**src/rtl/number_analyzer_pkg.sv**
```systemverilog
// Shared types and defaults for the number-analyzer initiator, responders and benches.
package number_analyzer_pkg;

  typedef enum logic [2:0] {
    StIdle,
    StIssue,
    StWait,
    StSample,
    StDone
  } state_e;

  localparam int unsigned DefaultWidth       = 32;
  localparam int unsigned DefaultCntW        = 16;
  localparam int unsigned DefaultRespLatency = 3;

endpackage

```
**src/rtl/parity_response_checker.sv**
```systemverilog
// Compares a responder's even/odd verdict against the number's LSB and keeps the run tallies.
module parity_response_checker #(
  parameter int unsigned CNT_W = 16
) (
  input  logic             clk,
  input  logic             reset,
  input  logic             clear_i,
  input  logic             sample_i,
  input  logic             number_lsb_i,
  input  logic             result_i,
  output logic             expected_o,
  output logic [CNT_W-1:0] even_count_o,
  output logic [CNT_W-1:0] odd_count_o,
  output logic [CNT_W-1:0] err_count_o
);

  logic [CNT_W-1:0] even_q, even_d;
  logic [CNT_W-1:0] odd_q, odd_d;
  logic [CNT_W-1:0] err_q, err_d;

  assign expected_o = ~number_lsb_i;

  always_comb begin
    even_d = even_q;
    odd_d  = odd_q;
    err_d  = err_q;
    if (clear_i) begin
      even_d = '0;
      odd_d  = '0;
      err_d  = '0;
    end else if (sample_i) begin
      if (result_i) begin
        even_d = even_q + 1'b1;
      end else begin
        odd_d = odd_q + 1'b1;
      end
      if (result_i != expected_o) begin
        err_d = err_q + 1'b1;
      end
    end
  end

  always_ff @(posedge clk or negedge reset) begin
    if (!reset) begin
      even_q <= '0;
      odd_q  <= '0;
      err_q  <= '0;
    end else begin
      even_q <= even_d;
      odd_q  <= odd_d;
      err_q  <= err_d;
    end
  end

  assign even_count_o = even_q;
  assign odd_count_o  = odd_q;
  assign err_count_o  = err_q;

endmodule

```
**src/rtl/number_request_driver.sv**
```systemverilog
// Initiator of the go/number/result handshake: walks a number range and tallies the verdicts
// returned by a fixed-latency responder.
module number_request_driver
  import number_analyzer_pkg::*;
#(
  parameter int unsigned WIDTH        = DefaultWidth,
  parameter int unsigned CNT_W        = DefaultCntW,
  parameter int unsigned RESP_LATENCY = DefaultRespLatency
) (
  input  logic             clk,
  input  logic             reset,
  input  logic             start_i,
  input  logic [WIDTH-1:0] start_num_i,
  input  logic [CNT_W-1:0] count_i,
  output logic             go_o,
  output logic [WIDTH-1:0] number_o,
  input  logic             result_i,
  output logic             busy_o,
  output logic             done_o,
  output logic [CNT_W-1:0] even_count_o,
  output logic [CNT_W-1:0] odd_count_o,
  output logic [CNT_W-1:0] err_count_o
);

  localparam int unsigned WaitW = (RESP_LATENCY > 1) ? $clog2(RESP_LATENCY) : 1;

  state_e           state_q, state_d;
  logic [WIDTH-1:0] number_q, number_d;
  logic [CNT_W-1:0] remaining_q, remaining_d;
  logic [WaitW-1:0] wait_q, wait_d;
  logic             go_q, go_d;
  logic             busy_q, busy_d;
  logic             done_q, done_d;
  logic             clear;
  logic             sample;
  logic             expected;

  always_comb begin
    state_d     = state_q;
    number_d    = number_q;
    remaining_d = remaining_q;
    wait_d      = wait_q;
    clear       = 1'b0;
    sample      = 1'b0;
    unique case (state_q)
      StIdle: begin
        if (start_i) begin
          number_d    = start_num_i;
          remaining_d = count_i;
          clear       = 1'b1;
          state_d     = (count_i != '0) ? StIssue : StDone;
        end
      end
      StIssue: begin
        wait_d  = WaitW'(RESP_LATENCY - 1);
        state_d = (RESP_LATENCY == 1) ? StSample : StWait;
      end
      StWait: begin
        wait_d = wait_q - 1'b1;
        // Leave when the decrement lands on zero so the item period is RESP_LATENCY+1.
        if (wait_q <= WaitW'(1)) begin
          state_d = StSample;
        end
      end
      StSample: begin
        sample      = 1'b1;
        remaining_d = remaining_q - 1'b1;
        if (remaining_q == CNT_W'(1)) begin
          state_d = StDone;
        end else begin
          number_d = number_q + 1'b1;
          state_d  = StIssue;
        end
      end
      StDone: begin
        state_d = StIdle;
      end
      default: begin
        state_d = StIdle;
      end
    endcase

    go_d   = (state_d == StIssue);
    busy_d = (state_d == StIssue) || (state_d == StWait) || (state_d == StSample);
    done_d = (state_d == StDone);
  end

  always_ff @(posedge clk or negedge reset) begin
    if (!reset) begin
      state_q     <= StIdle;
      number_q    <= '0;
      remaining_q <= '0;
      wait_q      <= '0;
      go_q        <= 1'b0;
      busy_q      <= 1'b0;
      done_q      <= 1'b0;
    end else begin
      state_q     <= state_d;
      number_q    <= number_d;
      remaining_q <= remaining_d;
      wait_q      <= wait_d;
      go_q        <= go_d;
      busy_q      <= busy_d;
      done_q      <= done_d;
    end
  end

  parity_response_checker #(
    .CNT_W (CNT_W)
  ) u_checker (
    .clk          (clk),
    .reset        (reset),
    .clear_i      (clear),
    .sample_i     (sample),
    .number_lsb_i (number_q[0]),
    .result_i     (result_i),
    .expected_o   (expected),
    .even_count_o (even_count_o),
    .odd_count_o  (odd_count_o),
    .err_count_o  (err_count_o)
  );

  assign go_o     = go_q;
  assign number_o = number_q;
  assign busy_o   = busy_q;
  assign done_o   = done_q;

  logic unused_expected;
  assign unused_expected = expected;

endmodule
```
**config.mk**
```make
export PLATFORM = sky130hd
export DESIGN_NAME = number_request_driver
export DESIGN_NICKNAME = d
export VERILOG_FILES = /design/src/rtl/number_analyzer_pkg.sv /design/src/rtl/parity_response_checker.sv /design/src/rtl/number_request_driver.sv
export SDC_FILE = /design/constraint.sdc
export NUM_CORES = 1
export LEC_CHECK = 0
export CAP_MARGIN = 20
export CORE_MARGIN = 1.5
export CORE_UTILIZATION = 55
export CTS_BUF_LIST = sky130_fd_sc_hd__clkbuf_4 sky130_fd_sc_hd__clkbuf_8 sky130_fd_sc_hd__clkbuf_16
export DETAILED_ROUTE_END_ITERATION = 10
export GPL_ROUTABILITY_DRIVEN = 0
export PLACE_DENSITY = 0.92
export SYNTH_ARGS = -nofsm -noshare
export SYNTH_HDL_FRONTEND = slang
export SYNTH_HIERARCHICAL = 1
export SYNTH_SLANG_ARGS = --single-unit
```
**constraint.sdc**
```tcl
create_clock -name clk -period 5 [get_ports clk]
set_clock_uncertainty 0.15 [all_clocks]
set_input_delay 1 -clock clk [delete_from_list [all_inputs] [get_ports clk]]
set_output_delay 1 -clock clk [all_outputs]
set_load 0.01 [all_outputs]
```
* Yosys cells after proc, flatten, opt, wreduce, memory -nomap -nowiden
Cells that the tools add are included.
Operators by class: $add $sub $neg 6, $mul 0, div/mod/pow operators 0, magnitude comparators 1, equal/unequal tests 12, shifts and indexed selects 0, mux-type cells 23, bitwise logic cells 1, reduce and logical (&&, ||, !) cells 14
Operator list (number):
- 16-bit two-way mux | 10
- 32-bit two-way mux | 2
- 32-bit one-hot mux with 2 select lines | 1
- 16-bit by 1-bit adder with 16-bit output, second input constant | 3
- 32-bit by 1-bit adder with 32-bit output, second input constant | 1
- 16-bit one-hot mux with 2 select lines | 1
- 16-bit by 1-bit == test with 1-bit output, second input constant | 1
- 16-bit nonzero test | 1
- 16-bit by 1-bit subtractor with 16-bit output, second input constant | 1
- 3-bit by 2-bit == test with 1-bit output, second input constant | 4
- 3-bit two-way mux | 4
- 3-bit one-hot mux with 4 select lines | 1
- 2-bit nonzero test | 5
- 2-bit AND reduction | 4
- 3-bit by 1-bit == test with 1-bit output, second input constant | 2
- 2-bit != test, second input constant | 2
- 2-bit one-hot mux with 2 select lines | 1
- 3-bit == test, second input constant | 1
- 3-bit logical NOT | 1
- 1-bit two-way mux | 3
- 3-bit AND reduction | 1
- 2-bit by 1-bit <= comparator with 1-bit output, second input constant | 1
- 1-bit logical OR | 2
- 2-bit by 1-bit != test with 1-bit output, second input constant | 1
- 3 further kinds | 3
Word-level totals: register bits 104, bits in latches 0, RAM bits 0, bits in read-only memories 0, output and inout bits 83, logic and storage cells 67, memories 0

* Depth between registers and ports, before layout
Gate-level depths: netlist of the first run.
depth in word-level cells 7, mapped depth 11, gate-level depth less buffers 7

* Hierarchy
The synthesis of the first run kept the hierarchy.
By module, submodules not included:
- number_request_driver | instances 1, cells an instance 395, area each 3428.3 µm², seq. area each 1401.3 µm²
- parity_response_checker | instances 1, cells an instance 252, area each 2453.6 µm², seq. area each 1201.2 µm²

* Worst setup path before layout of the first run
No wires, ideal clock.
kind input to register, from in start_i, to reg u_checker.even_q[10], in the netlist u_checker/even_count_o[10], setup time 0.078 ns, data arrival time 2.906 ns, slack 1.866 ns, stages 8, path buffers 2, cell sequence or4b_4 -> inv_1 -> buf_4 -> a21oi_2 -> or4b_1 -> clkbuf_2 -> or3_1 -> a21oi_1
On the way: longest elaborated chain between the ends 4
RTL lines:
- start: declaration | line number_request_driver.sv:12 | input logic start_i,
- 1-bit two-way mux * | line number_request_driver.sv:47 | if (start_i) begin
- 1-bit two-way mux * | line number_request_driver.sv:45 | unique case (state_q)
- net clear | line number_request_driver.sv:34 | logic clear;
- 2-bit nonzero test (no source line)
- 2-bit AND reduction (no source line)
- end signal: assignment | line parity_response_checker.sv:49 | even_q <= even_d;
- end: declaration | line parity_response_checker.sv:17 | logic [CNT_W-1:0] even_q, even_d;
Mark *: on every way through the listed nets, which the timed path passes. The rest lies on a longest branch. A chain may end at the register's enable or synchronous reset.

* Worst setup path after layout of the first run
from in start_i, to reg u_checker.even_q[11], in the netlist u_checker/even_count_o[11]
On the way: longest elaborated chain between the ends 4
RTL lines (line):
- 1-bit two-way mux * | number_request_driver.sv:47
- 1-bit two-way mux * | number_request_driver.sv:45
- 2-bit nonzero test (no source line)
- 2-bit AND reduction (no source line)
Mark *: on every way between the ends. The rest lies on a longest branch, timed or not.

==> results of run 1 <==
[final timing paths]
kind / endpoint / slack, ns / start
worst min-delay path: remaining_q[15]$_DFFE_PN0P_ / 0.37 / remaining_q[15]$_DFFE_PN0P_
min in group asynchronous: state_q[1]$_DFF_PN0_ / 0.62 / reset
worst min register to register: remaining_q[15]$_DFFE_PN0P_ / 0.37 / remaining_q[15]$_DFFE_PN0P_
max in group asynchronous: u_checker/err_count_o[12]$_DFFE_PN0P_ / 3.13 / reset
worst max-delay path: u_checker/even_count_o[11]$_DFFE_PN0P_ / 1.37 / start_i
worst max register to register: u_checker/odd_count_o[15]$_DFFE_PN0P_ / 1.80 / state_q[2]$_DFF_PN0_
[cells in the final DEF (no fill, tap or decap), drive strengths merged, types with 4 or more instances in the layout]
cell,n
a21oi,67
a2bb2oi,5
a311oi,5
a31o,4
a31oi,6
and3,5
and4,5
buf,8
clkbuf,12
clkdlybuf4s50,133
dfrtp,104
ha,7
inv,16
mux2,5
nand2,46
nand3,31
nand4,24
nor2,75
nor2b,5
nor3,11
nor4,14
nor4b,4
o21a,7
o21ai,41
o22a,11
o22ai,11
o31ai,10
or3,15
or4,8
xnor2,11
xor2,14
[stage by stage]
step | instances | utilization [%] | hold slack, ns | power, mW
after CTS | 898 | 71.6 | 0.353 | 3.61
after global placement | 882 | 69.6 | 0.338 | 2.96
final | 900 | 72.0 | 0.366 | 3.67
after floorplan | 646 | - | 0.310 | 2.45
after global routing | 900 | 72.0 | 0.374 | 3.91
after detailed placement | 882 | 69.6 | 0.339 | 3.05
[state kept, by name, summed over array words and instances, names as in the netlist]
name	count
u_checker/odd_count_o	16
u_checker/even_count_o	16
remaining_q	16
state_q	3
busy_o	1
number_o	32
go_o	1
u_checker/err_count_o	16
done_o	1
wait_q	2
[cell type report]
class                   instances  area (sq um)
clock buffers                  12           159
clock inverters                 4          52.6
fillers                       760          2900
inverters                      16          60.1
multi-input cells             487          3010
flip-flops and latches        104          2600
well taps                     136           170
repair buffers                141          1420
[metal layers]
metal,global-route usage [%],wire length [microns],vias to the layer above,share of wire (%)
met5,0,0,-,0
met4,11.5,349,0,2.2
met3,4.35,1270,38,8.0
met2,46.5,7860,323,50
met1,37.4,6400,2825,40
li1,-,-,2636,-
[where the power goes]
group	leakage [nW]	switching (mW)	total, mW	internal (mW)
Sequential	1.30	0.358	1.44	1.08
Combinational	1.46	0.900	1.68	0.779
Clock	0.110	0.285	0.551	0.266
Total	2.87	1.54	3.67	2.13
==> summary by stage, run 1 <==
Status
The flow ran to the end, and the final reports show no timing, DRC or antenna violations.

Clock network
For this design, the CTS-stage hold fixing added 0 buffers. The number of buffers added for setup after CTS is 0. The number of clock sinks is 104.

TritonCTS built the clock tree. The number of gates resized after CTS was 0. The buffer levels on the longest clock path is 2. The clock-pin transition on the worst setup and hold timing paths is 0.09 ns. The H-tree was split into 3 levels. At the later pin of the worst-skew pair, clock insertion delay measures 0.36 ns. The tree is rooted in a sky130_fd_sc_hd__clkbuf_8. TritonCTS created 9 clock buffers.

Worst setup path
The largest stage delay on the critical path is 0.76 ns. The critical path capture point type is a flip-flop. The critical path data arrival time is 3.73 ns.

STA puts the critical path data required time at 5.10 ns. Walking the worst path, the cells encountered are clkdlybuf4s50_1, or4b_4, inv_2, a21oi_2, nor4b_1, nand4_1, mux2_2. The cell count of the worst reg-to-reg path is 7.

The critical path runs through a total of 7 cells. The standard cell with the maximum stage delay on the critical path is sky130_fd_sc_hd__nor4b_1. The biggest fanout along the worst timing path is 22. The critical path launch point type is an input pin. The kind of cell with the highest combined delay along the critical path is simple AND/OR/NAND/NOR gates. The number of buffers and inverters on the critical path is 2. By startpoint and endpoint, the worst setup path is classified as input pin to flip-flop.

Global route
Across every metal layer, demand over resource in global routing totals 28.3%. The initial antenna violation count is 0. The leftover overflow at the end of global routing is 0. The wire length of the first global-routing pass is 25.9 mm. The via count of the first global-routing pass is 5414. Entering global routing, the biggest net connects 73 pins.

Routing
The number of search-and-repair iterations in the first detailed-routing pass is 5. Summing over every cut layer, the via total after detailed routing is 5822. For this block, the initial DRC count from the detailed router was 538.

The post-detailed-routing wire length is 15.9 mm. The average wire per standard cell is 17.6 microns. The remaining design rule violation count is 0. In the routed layout, each cell is associated on average with a via count of 6.47. The remaining antenna violation count after routing is 0.

STA
The final setup slack of the worst path is 1.37 ns. The final total negative setup slack is 0 ns. For the pin with the worst max-slew slack, the measured transition is 0.951 ns.

Derived from the worst setup path, the maximum achievable clock frequency is 276 MHz. The count of final max-slew check failures came to 0. The post-route fraction of the period consumed by the critical path is 72.6%.

The normalized max-slew margin is 36.6%. The final number of setup-violating endpoints is 0. Setup repair after global routing left no endpoint under its margin. The number of failing hold endpoints at the final stage was 0.

The post-layout minimum cycle time is 3.63 ns.

Power
In this run the static leakage power is 2.87 nW. Dividing total power by cell area gives a power density of 492 nW/um^2. Across the VDD grid, the largest voltage drop is 0.412 mV.

Floorplan
The die is 106 microns tall. The initial utilization of the core area, before any placement, comes to 56.7%. The chip width is 106 microns. The standard cell core area is 10400 sq um.

The die covers 11300 sq um. 135 I/O pins were placed. The count of standard-cell rows is 37.

Layout
Of the cells placed in the final design, the portion with a size suffix greater than 1 is 6.02%. The layout overhead on the synthesized area is 27.1%. The final layout net count is 818.

The number of antenna diodes in the final layout is 0. The post-layout instance area is 7470 sq um.

Synth
A synthesized cell averages 9.10 sq um. The net count after synthesis is 705. The netlist area before placement is 5880 sq um. The count of mapped cells out of synthesis is 646. During synthesis, Yosys emitted a total of 6 warnings.

Flow run
The max-cap violation count is 0.

Placed design
The setup slack after placement is 1.04 ns. Summed over all nets, the half-perimeter wirelength after detailed placement is 10.9 mm. The count of port buffers added during placement is 134. Summing all placed instances gives a cell area of 7220 sq um.

Min path
The class of the most critical hold timing path is flip-flop to flip-flop. Along the worst hold path, the cell count comes to 1.
Note: power is estimated with default switching activity, not from simulation.
==> run 2: changes to the inputs <==
CORE_UTILIZATION = 51   (was 55)
PLACE_DENSITY = 0.86   (was 0.92)
clock period = 3.4 ns   (was 5 ns; I/O delays follow)
==> run 2 against run 1 <==
  * Worst hold slack worse by 0.13 ns
  * Core utilization is 4.6 points lower
  * Die area is 7.6% higher
  * Clock power up 110%
  * Worst setup slack got worse by 0.87 ns
  * Cell count rose by 1.4%
  * Wire length down 3.2%
  * Final area grew 2.2%
  * Non-clock buffer count grew 6
  * First-iteration DRC count fell by 12%
  * Sequential cell count stayed put
==> summary by stage, run 2 (synthesis results as in run 1) <==
Global route
Global routing used 26.1% of the available tracks. The initial antenna violation count is 0. Summed over all layers, the global routing overflow is 0. Entering global routing, the biggest net connects 69 pins. The via count of the first global-routing pass is 5241. The wire length of the first global-routing pass is 24.9 mm.

Routing
The number of search-and-repair iterations in the first detailed-routing pass is 5. The average wire per standard cell is 16.8 microns. The detailed router finished its first iteration with 476 violations. The routed layout has 5709 vias. The post-detailed-route via-to-cell ratio is 6.25. The remaining antenna violation count after routing is 0. The post-detailed-routing wire length is 15.4 mm. The remaining design rule violation count is 0.

STA
The final total negative setup slack is 0 ns. The number of failing hold endpoints at the final stage came to 0. The final number of setup-violating endpoints is 0.

The post-layout minimum cycle time is 2.90 ns. For the pin with the worst max-slew slack, the measured transition is 0.744 ns. The upper clock frequency limit is 345 MHz. The worst path uses 85.2% of the clock period.

The normalized max-slew margin is 50.4%. Setup repair after global routing left no endpoint under its margin. The count of final max-slew check failures is 0.

Worst setup path
The setup path with the least slack is of type input pin to flip-flop. The slowest stage of the critical path belongs to the cell sky130_fd_sc_hd__or4b_1. The signal on the critical path passes through clkdlybuf4s50_1, or4b_4, inv_2, a21oi_2, or4b_1, or3_1, a21oi_1. The instance count on the critical path is 7. Data on the critical path is required at its endpoint by 3.52 ns. The number of buffers and inverters on the critical path is 2. The largest stage delay on the critical path is 0.66 ns.

The critical path capture point type is a flip-flop. The critical path data arrival time is 3.02 ns. The critical path launch point type is an input pin. On the critical path the largest part of the delay comes from simple AND/OR/NAND/NOR gates. The register-to-register path setup slack is 0.73 ns. The biggest fanout along the worst timing path is 8. The cell count of the worst reg-to-reg path is 6. The origin of the critical flop-to-flop path is state_q[0]$_DFF_PN0_.

In this run the critical register-to-register path is captured at u_checker/even_count_o[12]$_DFFE_PN0P_.

Layout
Of the cells placed in the final design, the portion with a size suffix greater than 1 is 6.75%. The most frequent standard cell in the layout excluding fill and tap cells is sky130_fd_sc_hd__clkdlybuf4s50_1. The number of antenna diodes in the final layout is 0. The filler cell count in the final layout is 879. In the final layout, the multi-input gates occupy 3010 sq um. The top cell types in the final layout, fill and taps aside, are 133 x sky130_fd_sc_hd__clkdlybuf4s50_1, 104 x sky130_fd_sc_hd__dfrtp_1, 75 x sky130_fd_sc_hd__nor2_1. From synthesis to final layout, the design area changed by 29.9%.

For this run, the post-layout net count is 824. Across the whole layout, storage elements account for 2600 sq um. The number of flip-flops in the largest register is 32.

Clock network
The hold-fix buffer count after cts is 0. Post-CTS timing repair inserted 0 buffers for setup. The clock net in this run drives a total of 104 sinks. The clock passes through at most 2 buffers. Counting the buffers created by CTS gives 9.

The source-to-sink clock delay at the later pin of the worst-skew pair is 0.35 ns. The number of gates resized after CTS was 0. CTS built an H-tree with a depth of 3. The cell at the root of the clock tree is sky130_fd_sc_hd__clkbuf_16. Clock-pin slew was measured on the worst setup and hold paths at 0.07 ns. TritonCTS built the clock tree.

Power
Of the total power, the clock network draws 20.1%. The analysis attributes to cell leakage a power of 2.94 nW. Power spread over the standard cell area amounts to 746 nW/um^2.

The logic gate share of total power is 42.9%. The switching share of power is 40.4%. The internal portion of the total power is 3.40 mW.

The switching power of the nets is 2.30 mW. Summing internal, switching and leakage power gives 5.70 mW. Sequential cells burn 37.1% of the power. The peak supply drop is 0.449 mV.

Floorplan
The standard cell core area is 11300 sq um. The die is 110 microns wide. The chip height is 110 microns. The overall die area is 12200 sq um. For this configuration, the core starts out at a cell density of 51.9%.

135 I/O pins were placed. The initialized floorplan defines 39 standard-cell rows.

Placed design
The HPWL after detailed placement is 10.6 mm. The count of port buffers added during placement is 134.

Flow run
The max-cap violation count is 0.

Min path
The worst hold path belongs to the class input pin to asynchronous set/reset pin.

Status
The run finished with clean final reports.
[run 2: power groups by stage]
stage,Combinational (mW),Clock (mW),Sequential (mW)
6_report,2.44,1.14,2.11
3_3_place_gp,2.33,0,2.09
2_1_floorplan,1.51,0,2.09
3_5_place_dp,2.42,0,2.11
5_1_grt,2.69,1.21,2.16
4_1_cts,2.44,1.15,2.10
[run 2: stage by stage]
step	cell area (sq um)	utilization, %	hold slack [ns]	setup WS, ns	std cells
6_report	7630	67.4	0.232	0.504	913
5_1_grt	7630	67.4	0.288	0.385	913
4_1_cts	7630	67.4	0.262	0.477	913
3_5_place_dp	7310	64.6	0.357	0.153	897
3_3_place_gp	7310	64.6	0.335	0.214	897
2_1_floorplan	5880	-	0.234	0.553	646
[run 2: layout make-up]
type	count	share of cell area (%)
multi-input cells	487	39.4
flip-flops and latches	104	34.1
repair buffers	147	19.1
clock buffers	10	3.05
well taps	143	2.34
clock inverters	6	1.21
inverters	16	0.787
[run 2: worst max-delay path by stage]
stage / start / endpoint
floorplan: state_q[2]$_DFF_PN0_ / u_checker/even_count_o[10]$_DFFE_PN0P_
global placement: start_i / u_checker/odd_count_o[14]$_DFFE_PN0P_
detailed placement: start_i / u_checker/odd_count_o[14]$_DFFE_PN0P_
CTS: start_i / u_checker/even_count_o[12]$_DFFE_PN0P_
global route: start_i / u_checker/odd_count_o[14]$_DFFE_PN0P_
finish: start_i / u_checker/even_count_o[12]$_DFFE_PN0P_
[run 2: worst reg2reg max path, stage by stage, from the launching register on]
cell	delay, ns
sky130_fd_sc_hd__dfrtp_1	0.46
sky130_fd_sc_hd__or4b_4	0.58
sky130_fd_sc_hd__inv_2	0.10
sky130_fd_sc_hd__a21oi_2	0.08
sky130_fd_sc_hd__or4b_1	0.66
sky130_fd_sc_hd__or3_1	0.40
sky130_fd_sc_hd__a21oi_1	0.17
[run 2: metal layers]
layer	GRT usage (%)	vias up	wire length (microns)
met5	0	-	0
met3	4.17	32	1080
met4	10.3	0	304
li1	-	2639	-
met1	35.5	2773	6700
met2	42.0	265	7280
==> run 3: changes to the inputs <==
--- a/config.mk
+++ b/config.mk
@@ -14,2 +14,3 @@
 export PLACE_DENSITY = 0.86
+export SETUP_SLACK_MARGIN = 0.15
 export SYNTH_ARGS = -nofsm -noshare
==> constraint.sdc (replaced) <==
create_clock -name clk -period 3.4 [get_ports clk]
set_clock_uncertainty 0.15 [all_clocks]
set_input_delay 0.51 -clock clk [delete_from_list [all_inputs] [get_ports clk]]
set_output_delay 0.51 -clock clk [all_outputs]
set_load 0.01 [all_outputs]
==> run 3 against run 2 <==
  * Maximum frequency is 2.6% lower
  * Via count down 0.16%
  * First-iteration DRC count increased by 26%
  * Final area about the same
  * Count of clock-buffer cells in the layout increased by 2
  * Worst setup slack got worse by 0.078 ns
  * Non-clock buffer count fell by 1
  * Largest cell class unchanged
==> summary by stage, run 3 (synthesis results as in run 1) <==
Status
The run finished with clean final reports.

Power
Summed over all nets, the switching power comes to 2.27 mW. Combinational cells account for 43.0% of the total power. Internal power comes to 3.42 mW.

The peak supply drop is 0.479 mV. Registers are responsible for 37.1% of the overall power. In this run switching power makes up 39.9% of total power. The power density of the placed cells is 747 nW/um^2. The analysis attributes to cell leakage a power of 2.95 nW.

The part of the total power dissipated in the clock network is 19.8%.

Clock network
Counting along the longest clock path gives a buffer depth of 2. The clock-pin transition on the worst setup and hold timing paths is 0.07 ns. The number of buffers added for setup after CTS is 0.

The clock net in this run drives a total of 104 sinks. In this run, post-CTS repair resized a total of 0 instances. TritonCTS built the clock tree.

The TritonCTS buffer count is 9. The hold-fix buffer count after cts is 0. The clock tree synthesis step divided the H-tree into 3 levels. Clock latency on the worst-skew pair, taken at its later pin, is 0.34 ns.

In this run the clock root is driven by a sky130_fd_sc_hd__clkbuf_16.

Worst setup path
The largest stage delay on the critical path is 0.66 ns. The worst path required time is 3.50 ns. The critical path capture point type is a flip-flop. At the worst endpoint, the arrival time is 3.08 ns. The launching instance or port of the critical path is state_q[1]$_DFF_PN0_. The worst setup path is launched from a flip-flop. The signal on the critical path passes through nand3b_1, inv_2, a21oi_2, or4b_1, or3_1, a21oi_1.

The slowest stage of the critical path belongs to the cell sky130_fd_sc_hd__or4b_1. The worst setup path is of the flip-flop to flip-flop kind. The biggest fanout along the worst timing path is 22. The startpoint identified for the worst register-to-register timing path is state_q[1]$_DFF_PN0_.

Routing
The first detailed-routing pass took 5 iterations. The remaining design rule violation count is 0. After detailed routing, the number of vias per cell comes to 6.26.

The average wire per standard cell is 17.2 microns. The iteration-0 DRC count of the detailed router is 599. The remaining antenna violation count after routing is 0. The final route contains 5700 vias. The post-detailed-routing wire length is 15.6 mm.

Flow run
Max-cap violations in this run came to 0.

Placed design
The wire-length estimate of the detail-placed layout is 10.9 mm. The cell area after placement is 7300 sq um. The count of port buffers added during placement is 134.

Before CTS, the worst setup slack after placement is 0.342 ns.

STA
The worst path meets setup with 0.426 ns of slack. The final total negative setup slack is 0 ns. The actual slew at the worst max-slew pin is 0.881 ns.

The count of final max-slew check failures is 0. The post-route fraction of the period consumed by the critical path is 87.5%. Setup repair after global routing left no endpoint under its margin. Setup violations remaining at the end of the flow were counted as 0. The worst pin sits at a relative slew slack of 41.2%. For the finished layout, the period the worst path requires is 2.97 ns.

Based on the critical path, the design can be clocked at up to 336 MHz. The number of failing hold endpoints at the final stage is 0.

Floorplan
The chip height is 110 microns. Once the floorplan was initialized, standard cells occupied 51.9% of the core. Measured along the x axis, the die boundary spans 110 microns. The standard cell core area is 11300 sq um. The overall die area is 12200 sq um.

The count of standard-cell rows is 39. The number of ports placed on the die boundary is 135.

Global route
Entering global routing, the biggest net connects 58 pins. The wire length of the first global-routing pass is 25.2 mm. The global-route total usage across every layer is 26.2%.

The via count of the first global-routing pass is 5389. The initial antenna violation count is 0. For this run the aggregate overflow at the end of global routing stands at 0.

Layout
After routing the design area is 7630 sq um. The register with the most flip-flops in the layout has 32 of them. The layout overhead on the synthesized area is 29.8%. The most frequent standard cell in the layout excluding fill and tap cells is sky130_fd_sc_hd__clkdlybuf4s50_1. Cells with a size suffix above 1 make up 6.51% of the layout. In the layout the commonest cells are 133 x sky130_fd_sc_hd__clkdlybuf4s50_1, 104 x sky130_fd_sc_hd__dfrtp_1, 75 x sky130_fd_sc_hd__nor2_1. The final layout net count is 823. The antenna diode count is 0.

Min path
The worst hold path belongs to the class input pin to asynchronous set/reset pin.
## run 3: cell count changes in the layout (fill, tap and decap cells not counted)
| cell | delta |
|---|---|
| sky130_fd_sc_hd__clkinvlp_4 | -2 |
| sky130_fd_sc_hd__inv_6 | -1 |
| sky130_fd_sc_hd__clkinv_2 | +1 |
| sky130_fd_sc_hd__buf_4 | -1 |
| sky130_fd_sc_hd__clkbuf_8 | +2 |
| sky130_fd_sc_hd__clkinv_4 | -1 |
## run 3: final timing paths
kind                                                     endpoint  slack [ns]  cells after the start
setup / recovery           u_checker/even_count_o[10]$_DFFE_PN0P_        0.43                      6
hold / removal              u_checker/odd_count_o[10]$_DFFE_PN0P_        0.06                      1
setup reg to reg           u_checker/even_count_o[10]$_DFFE_PN0P_        0.43                      6
hold reg to reg                       remaining_q[15]$_DFFE_PN0P_        0.36                      1
max in group asynchronous   u_checker/even_count_o[3]$_DFFE_PN0P_        2.29                      2
min in group clk                      remaining_q[15]$_DFFE_PN0P_        0.36                      1
## run 3: layer usage
layer | up-vias | wire [microns] | share of wire (%) | track usage (%)
li1 | 2636 | - | - | -
met1 | 2776 | 6660 | 43 | 35.3
met2 | 264 | 7710 | 49 | 43.7
met3 | 24 | 1060 | 6.8 | 2.94
met4 | 0 | 208 | 1.3 | 9.62
met5 | - | 0 | 0 | 0
## run 3: area by class of cell
type,count,area (sq um)
fill,911,3690
multi-input combinational,487,3010
sequential,104,2600
timing repair buffer,146,1450
clock buffer,12,260
tap,143,179
clock inverter,3,65.1
inverter,16,60.1
## run 3: power by group through the flow
stage | clock network, mW | registers [mW] | logic, mW
floorplan | 0 | 2.09 | 1.51
CTS | 1.15 | 2.10 | 2.45
finish | 1.13 | 2.11 | 2.45
global route | 1.21 | 2.17 | 2.69
global placement | 0 | 2.09 | 2.33
detailed placement | 0 | 2.12 | 2.44
## run 3: metrics by stage
step / hold slack, ns / power [mW] / util, % / instances
2_1_floorplan: 0.0644 / 3.60 / - / 646
3_3_place_gp: 0.335 / 4.41 / 64.5 / 896
3_5_place_dp: 0.345 / 4.56 / 64.5 / 896
4_1_cts: 0.0737 / 5.70 / 67.4 / 911
5_1_grt: 0.109 / 6.07 / 67.4 / 911
6_report: 0.0550 / 5.70 / 67.4 / 911
## run 3: critical path, delay by kind of cell, from the launching register on
kind / cells / cell delay (ns)
AOI/OAI and AO/OA: 2 / 0.36
buffers and inverters: 1 / 0.47
DFF: 1 / 0.47
and+or+nand+nor: 3 / 1.42
